### config.mk
export PLATFORM = sky130hd
export DESIGN_NAME = line_buffer_ctrl_flat
export DESIGN_NICKNAME = d
export VERILOG_FILES = /design/src/rtl/line_buffer_ctrl_if.sv /design/src/rtl/line_buffer_ctrl.sv /design/src/flat_wrapper.sv
export SDC_FILE = /design/constraint.sdc
export NUM_CORES = 1
export LEC_CHECK = 0
export BUFFER_PORTS_ARGS = -buffer_cell sky130_fd_sc_hd__buf_4
export CORE_MARGIN = 4
export CORE_UTILIZATION = 53
export CTS_CLUSTER_DIAMETER = 30
export CTS_CLUSTER_SIZE = 25
export DETAILED_ROUTE_END_ITERATION = 10
export HOLD_SLACK_MARGIN = 0.02
export PLACE_DENSITY = 0.81
export REMOVE_ABC_BUFFERS = 1
export SLEW_MARGIN = 20
export SYNTH_ARGS = -nofsm -noshare
export SYNTH_HDL_FRONTEND = slang
export SYNTH_SLANG_ARGS = --single-unit
### constraint.sdc
create_clock -name clk -period 3.9 [get_ports clk]
set_input_delay 0.39 -clock clk [delete_from_list [all_inputs] [get_ports clk]]
set_output_delay 0.39 -clock clk [all_outputs]
set_load 0.005 [all_outputs]
### src/rtl/line_buffer_ctrl_if.sv
// Bundle of the pixel input, line-buffer control/data and window output signals
// of line_buffer_ctrl.
//   slave  : the controller (consumes pixels and buffer data, drives strobes/window)
//   master : the surrounding environment (pixel source and the four line buffers)
// Ports carried:
//   i_pixel_data[8], i_pixel_valid       : incoming pixel stream
//   lb_wr_data[8], lb_wr_valid[4]        : write port to the four buffers
//   lb_rd[4]                             : read-advance strobes to the buffers
//   lb0_data..lb3_data[24]               : buffer outputs {p[c],p[c+1],p[c+2]}
//   o_window[72], o_window_valid         : 3x3 window and qualifier
//   o_intr, o_overflow                   : line-freed pulse, sticky drop flag
interface line_buffer_ctrl_if;
    logic [7:0]  i_pixel_data;
    logic        i_pixel_valid;
    logic [7:0]  lb_wr_data;
    logic [3:0]  lb_wr_valid;
    logic [3:0]  lb_rd;
    logic [23:0] lb0_data;
    logic [23:0] lb1_data;
    logic [23:0] lb2_data;
    logic [23:0] lb3_data;
    logic [71:0] o_window;
    logic        o_window_valid;
    logic        o_intr;
    logic        o_overflow;

    modport slave (
        input  i_pixel_data, i_pixel_valid,
        input  lb0_data, lb1_data, lb2_data, lb3_data,
        output lb_wr_data, lb_wr_valid, lb_rd,
        output o_window, o_window_valid, o_intr, o_overflow
    );

    modport master (
        output i_pixel_data, i_pixel_valid,
        output lb0_data, lb1_data, lb2_data, lb3_data,
        input  lb_wr_data, lb_wr_valid, lb_rd,
        input  o_window, o_window_valid, o_intr, o_overflow
    );
endinterface

### src/rtl/line_buffer_ctrl.sv
// Sequencer for four rotating line buffers feeding a 3x3 filter.
// Pixels are written one line per buffer in rotation; once three lines are
// stored, three buffers are read in lockstep to build one 72-bit window per
// clock, and o_intr pulses after each consumed line.
// Ports:
//   clk      : system clock, rising edge
//   reset_n  : asynchronous active-low reset (shared with the line buffers)
//   bus      : line_buffer_ctrl_if.slave (pixel in, buffer control, window out)
module line_buffer_ctrl #(
    parameter int unsigned IMAGE_WIDTH = 512
) (
    input  logic                clk,
    input  logic                reset_n,
    line_buffer_ctrl_if.slave   bus
);

    localparam int unsigned COL_W    = $clog2(IMAGE_WIDTH);
    localparam int unsigned FILL_W   = $clog2(4 * IMAGE_WIDTH + 1);
    localparam int unsigned FILL_MAX = 4 * IMAGE_WIDTH;
    localparam int unsigned FILL_RD  = 3 * IMAGE_WIDTH;

    localparam logic [COL_W-1:0]  COL_LAST   = COL_W'(IMAGE_WIDTH - 1);
    localparam logic [COL_W-1:0]  COL_VLAST  = COL_W'(IMAGE_WIDTH - 3);
    localparam logic [FILL_W-1:0] FILL_FULL  = FILL_W'(FILL_MAX);
    localparam logic [FILL_W-1:0] FILL_START = FILL_W'(FILL_RD);
    localparam logic [FILL_W-1:0] FILL_ONE   = FILL_W'(1);

    typedef enum logic {IDLE, READ} state_t;

    state_t              state;
    state_t              state_next;
    logic [1:0]          wr_sel;
    logic [1:0]          rd_sel;
    logic [1:0]          rd_sel1;
    logic [1:0]          rd_sel2;
    logic [COL_W-1:0]    wr_col;
    logic [COL_W-1:0]    rd_col;
    logic [FILL_W-1:0]   fill;
    logic                full;
    logic                accept;
    logic                rd_cycle;
    logic                rd_last;
    logic [3:0]          rd_mask;
    logic [23:0]         lb_data [4];
    logic [71:0]         window;
    logic                window_valid;
    logic                intr;
    logic                overflow;

    assign lb_data[0] = bus.lb0_data;
    assign lb_data[1] = bus.lb1_data;
    assign lb_data[2] = bus.lb2_data;
    assign lb_data[3] = bus.lb3_data;

    assign rd_sel1 = rd_sel + 2'd1;
    assign rd_sel2 = rd_sel + 2'd2;

    // Zero-latency write path; gated by reset so nothing reaches the buffers
    // while they are held in reset.
    assign full            = (fill == FILL_FULL);
    assign accept          = bus.i_pixel_valid & ~full & reset_n;
    assign bus.lb_wr_data  = bus.i_pixel_data;
    assign bus.lb_wr_valid = accept ? (4'b0001 << wr_sel) : 4'b0000;
    assign bus.lb_rd       = rd_mask;

    assign bus.o_window       = window;
    assign bus.o_window_valid = window_valid;
    assign bus.o_intr         = intr;
    assign bus.o_overflow     = overflow;

    // Read FSM state register
    always_ff @(posedge clk or negedge reset_n) begin
        if (!reset_n) begin
            state <= IDLE;
        end else begin
            state <= state_next;
        end
    end

    // Read FSM next state; all three active buffers advance together, which
    // keeps each buffer's read pointer on a line boundary.
    always_comb begin
        state_next = state;
        rd_mask    = 4'b0000;
        rd_cycle   = 1'b0;
        rd_last    = 1'b0;
        case (state)
            IDLE: begin
                if (fill >= FILL_START) begin
                    state_next = READ;
                end
            end
            READ: begin
                rd_cycle         = 1'b1;
                rd_mask[rd_sel]  = 1'b1;
                rd_mask[rd_sel1] = 1'b1;
                rd_mask[rd_sel2] = 1'b1;
                if (rd_col == COL_LAST) begin
                    rd_last    = 1'b1;
                    state_next = IDLE;
                end
            end
            default: state_next = IDLE;
        endcase
    end

    // Write/read pointers, occupancy, window register and flags
    always_ff @(posedge clk or negedge reset_n) begin
        if (!reset_n) begin
            wr_sel       <= 2'd0;
            rd_sel       <= 2'd0;
            wr_col       <= '0;
            rd_col       <= '0;
            fill         <= '0;
            window       <= '0;
            window_valid <= 1'b0;
            intr         <= 1'b0;
            overflow     <= 1'b0;
        end else begin
            if (accept) begin
                if (wr_col == COL_LAST) begin
                    wr_col <= '0;
                    wr_sel <= wr_sel + 2'd1;
                end else begin
                    wr_col <= wr_col + COL_W'(1);
                end
            end

            if (rd_cycle) begin
                if (rd_last) begin
                    rd_col <= '0;
                    rd_sel <= rd_sel + 2'd1;
                end else begin
                    rd_col <= rd_col + COL_W'(1);
                end
            end

            case ({accept, rd_cycle})
                2'b10:   fill <= fill + FILL_ONE;
                2'b01:   fill <= fill - FILL_ONE;
                default: fill <= fill;
            endcase

            // The last two columns straddle the line wrap and are dropped.
            if (rd_cycle && (rd_col <= COL_VLAST)) begin
                window       <= {lb_data[rd_sel], lb_data[rd_sel1], lb_data[rd_sel2]};
                window_valid <= 1'b1;
            end else begin
                window_valid <= 1'b0;
            end

            intr     <= rd_last;
            overflow <= overflow | (bus.i_pixel_valid & full);
        end
    end

endmodule

### src/flat_wrapper.sv
// flat-port wrapper written by rule: the top's interface ports become plain ports
module line_buffer_ctrl_flat 
#(
    parameter int unsigned IMAGE_WIDTH = 512
)
  (clk, reset_n, bus_i_pixel_data, bus_i_pixel_valid, bus_lb0_data, bus_lb1_data, bus_lb2_data, bus_lb3_data, bus_lb_wr_data, bus_lb_wr_valid, bus_lb_rd, bus_o_window, bus_o_window_valid, bus_o_intr, bus_o_overflow);
  line_buffer_ctrl_if bus_i ();
  input  logic clk;
  input  logic reset_n;
  input wire logic [$bits(bus_i.i_pixel_data)-1:0] bus_i_pixel_data;
  input wire logic [$bits(bus_i.i_pixel_valid)-1:0] bus_i_pixel_valid;
  input wire logic [$bits(bus_i.lb0_data)-1:0] bus_lb0_data;
  input wire logic [$bits(bus_i.lb1_data)-1:0] bus_lb1_data;
  input wire logic [$bits(bus_i.lb2_data)-1:0] bus_lb2_data;
  input wire logic [$bits(bus_i.lb3_data)-1:0] bus_lb3_data;
  output wire logic [$bits(bus_i.lb_wr_data)-1:0] bus_lb_wr_data;
  output wire logic [$bits(bus_i.lb_wr_valid)-1:0] bus_lb_wr_valid;
  output wire logic [$bits(bus_i.lb_rd)-1:0] bus_lb_rd;
  output wire logic [$bits(bus_i.o_window)-1:0] bus_o_window;
  output wire logic [$bits(bus_i.o_window_valid)-1:0] bus_o_window_valid;
  output wire logic [$bits(bus_i.o_intr)-1:0] bus_o_intr;
  output wire logic [$bits(bus_i.o_overflow)-1:0] bus_o_overflow;
  assign bus_i.i_pixel_data = bus_i_pixel_data;
  assign bus_i.i_pixel_valid = bus_i_pixel_valid;
  assign bus_i.lb0_data = bus_lb0_data;
  assign bus_i.lb1_data = bus_lb1_data;
  assign bus_i.lb2_data = bus_lb2_data;
  assign bus_i.lb3_data = bus_lb3_data;
  assign bus_lb_wr_data = bus_i.lb_wr_data;
  assign bus_lb_wr_valid = bus_i.lb_wr_valid;
  assign bus_lb_rd = bus_i.lb_rd;
  assign bus_o_window = bus_i.o_window;
  assign bus_o_window_valid = bus_i.o_window_valid;
  assign bus_o_intr = bus_i.o_intr;
  assign bus_o_overflow = bus_i.o_overflow;
  line_buffer_ctrl #(.IMAGE_WIDTH(IMAGE_WIDTH)) u_core (.clk(clk), .reset_n(reset_n), .bus(bus_i));
endmodule
==> results.txt <==
status - completed
# rows - 41
startpoint class of the critical path - register
initial antenna violation count - 0
Max IR drop VDD - 0.000271 V
crit path DAT - 3.79 ns
clock-pin slew on the worst setup and hold paths - 0.07 ns
largest net degree at the start of global routing - 63
worst min path class - input port to async pin
Synth async-reset ratio - 100%
post-synthesis register bit count - 110
Setup WS post-layout - 0.352 ns
sequential power share - 49.5%
final-layout fill cell count - 923
CP Cell Sequence - nor4_1, nand4_1, and3_1, inv_1, ha_1, inv_1, and3_1, o41a_1, a211oi_1, a21oi_1, a221o_1
layout cells sized above 1 - 50.1%
cell area after layout - 8730 um^2
Synth area leaders - dfrtp_1, mux4_2, mux2_2, ha_1, o21ai_0
Die W - 123 um
I/O pins - 198
max_cap viols - 0
Fin Hold WS - 0.196 ns
multi-input logic area - 3970 um^2
TritonCTS Sinks - 110
Routed Antenna Nets - 0
Clock power frac - 33.1%
max-slew violation count - 0
Clock Tree Root - clkbuf_16
Post-Syn Area - 7050 um^2
worst-case clock buffer depth - 2
Pre-antenna DRT Iters - 5
Vias/cell - 6.10
Synth cell types - 54
CTS tree - yes
fmax - 0.282 GHz
Setup violations, final - 0
GPL Wtd Cong - 0.887
Critical Path RT - 4.14 ns
first-pass GRT wire length - 28100 um
crit-path max FO - 15
grt ovf - 0
Tightest Pin Transition - 0.998 ns
wire per inst - 20.6 um
EDFF count, synth - 0
placed inst area - 8450 um^2
Die H - 123 um
IO buf count - 181
RSZ-0062 raised after global routing - no
quantity of hold-fixing buffers added after cts - 0
post-synthesis cell count - 550
core area - 12800 um^2
cell taking the most area after synthesis - dfrtp_1
overall die area - 15200 um^2
Worst slew margin - 33.5%
Syn Area/Cell - 12.8 um^2
Int Pwr - 1.95 mW
Initial Utilization - 55.0%
fin cells - 878
Ys Warns - 0
vias in the first global route - 5338
WP buf/inv - 2
combinational share of power - 17.4%
H-tree depth - 3
GRT Overall Usage - 23.8%
Critical Path Sink Type - register
Pleak - 3.72 nW
switching part of the total - 26.1%
Final Skew - 0.00467 ns
Post-CTS Setup Bufs - 0
Power Dens Cells - 302 nW/um^2
DRC - 0
Seq. cell area - 2760 um^2
ANT cells - 0
P_sw - 687 uW
Main synth FF type - dfrtp_1
pre-CTS setup slack - 0.248 ns
DRT Wirelength - 18100 um
slowest CP cell - ha_1
Area Growth Syn to Fin - 23.9%
register-to-register setup slack - 0.35 ns
total vias in the final route - 5355
Hold Vio Cnt, Final - 0
Synth top area share - 39.0%
post-DP HPWL - 13300 um
Placed Instances - 865
Tcrit/Tclk final - 91.0%
Max stage delay on crit path - 0.51 ns
Setup CP Type - register to register
minimum clock period - 3.55 ns
clk_lat worst skew - 0.35 ns
Iter 0 DRT Violations - 400
CP top delay family - simple AND/OR/NAND/NOR gates
TritonCTS Buffers - 9
most common cell in the netlist - dfrtp_1
synth cell count leaders - dfrtp_1, mux4_2, mux2_2
register area share after synthesis - 39.0%
Final Power - 2.63 mW
Nets - 829
-- power groups by stage --
stage | combinational (mW) | sequential [mW] | clock (mW)
3_3_place_gp | 0.428 | 1.32 | 0
4_1_cts | 0.455 | 1.30 | 0.888
2_1_floorplan | 0.215 | 1.31 | 0
3_5_place_dp | 0.450 | 1.32 | 0
6_report | 0.458 | 1.30 | 0.872
5_1_grt | 0.508 | 1.32 | 0.930
-- per-layer routing --
layer  part of all wire, %  GRT usage (%)
met2                    49           38.7
met3                   8.3           4.80
met1                    40           31.4
met4                   3.0           9.90
met5                     0              0
-- what timing repair did --
action	4_1_cts	5_1_grt
endpoints found under the setup margin	0	2
hold endpoints to repair	0	0
resized for setup	0	4
-- cell type report --
class	instances	area share, %
inverter	17	0.731
sequential	110	31.6
clock inverter	1	0.0860
clock buffer	12	2.94
timing repair buffer	194	16.8
tap	172	2.46
multi-input combinational	372	45.4
-- cells in the final DEF, fill, tap and decap left out, types with 6 or more instances in the layout --
cell type,count
mux2_2,66
a21oi_1,11
clkbuf_16,9
o21ai_0,28
ha_1,17
mux2_1,9
nor2_1,23
mux4_2,72
inv_1,14
nor3_1,7
and2_1,6
xnor2_1,10
nand2b_1,11
and3_1,13
nand3_1,6
nor2b_1,7
nand2_1,20
dfrtp_1,108
buf_4,193
-- cells by family (layout without fill, tap and decap cells) --
kind of cell | Yosys count | in the layout | synth area share (%)
compound gates | 74 | 74 | 6.90
xor+xnor | 15 | 15 | 1.86
fa+ha+maj | 18 | 18 | 3.19
buf+inv | 68 | 224 | 4.86
flops | 110 | 110 | 39.0
mux | 149 | 149 | 35.3
simple gates | 116 | 116 | 8.86
-- registers in the layout (all words and copies together), names as in the netlist --
signal,count
u_core.rd_sel,2
u_core.bus.o_intr,1
u_core.bus.o_window_valid,1
u_core.bus.o_overflow,1
u_core.state,1
u_core.bus.o_window,72
u_core.rd_col,9
u_core.fill,12
u_core.wr_col,9
u_core.wr_sel,2
-- stage by stage --
stage	utilization (%)	TNS, ns
detailed placement	65.9	0
floorplan	-	-28.64
finish	68.1	0
global route	68.1	0
CTS	67.9	0
global placement	65.9	0
-- worst paths after layout --
kind | from | to | cells past startpoint
max | u_core.fill[10] | u_core.fill[8] | 11
min | reset_n | u_core.wr_sel[1] | 2
max reg2reg | u_core.fill[10] | u_core.fill[8] | 11
min reg2reg | u_core.wr_col[7] | u_core.wr_col[7] | 1
max in group asynchronous | reset_n | u_core.rd_sel[0] | 3
min in group clk | bus_i_pixel_valid | u_core.bus.o_overflow | 3
(Power assumes the default switching activity.)
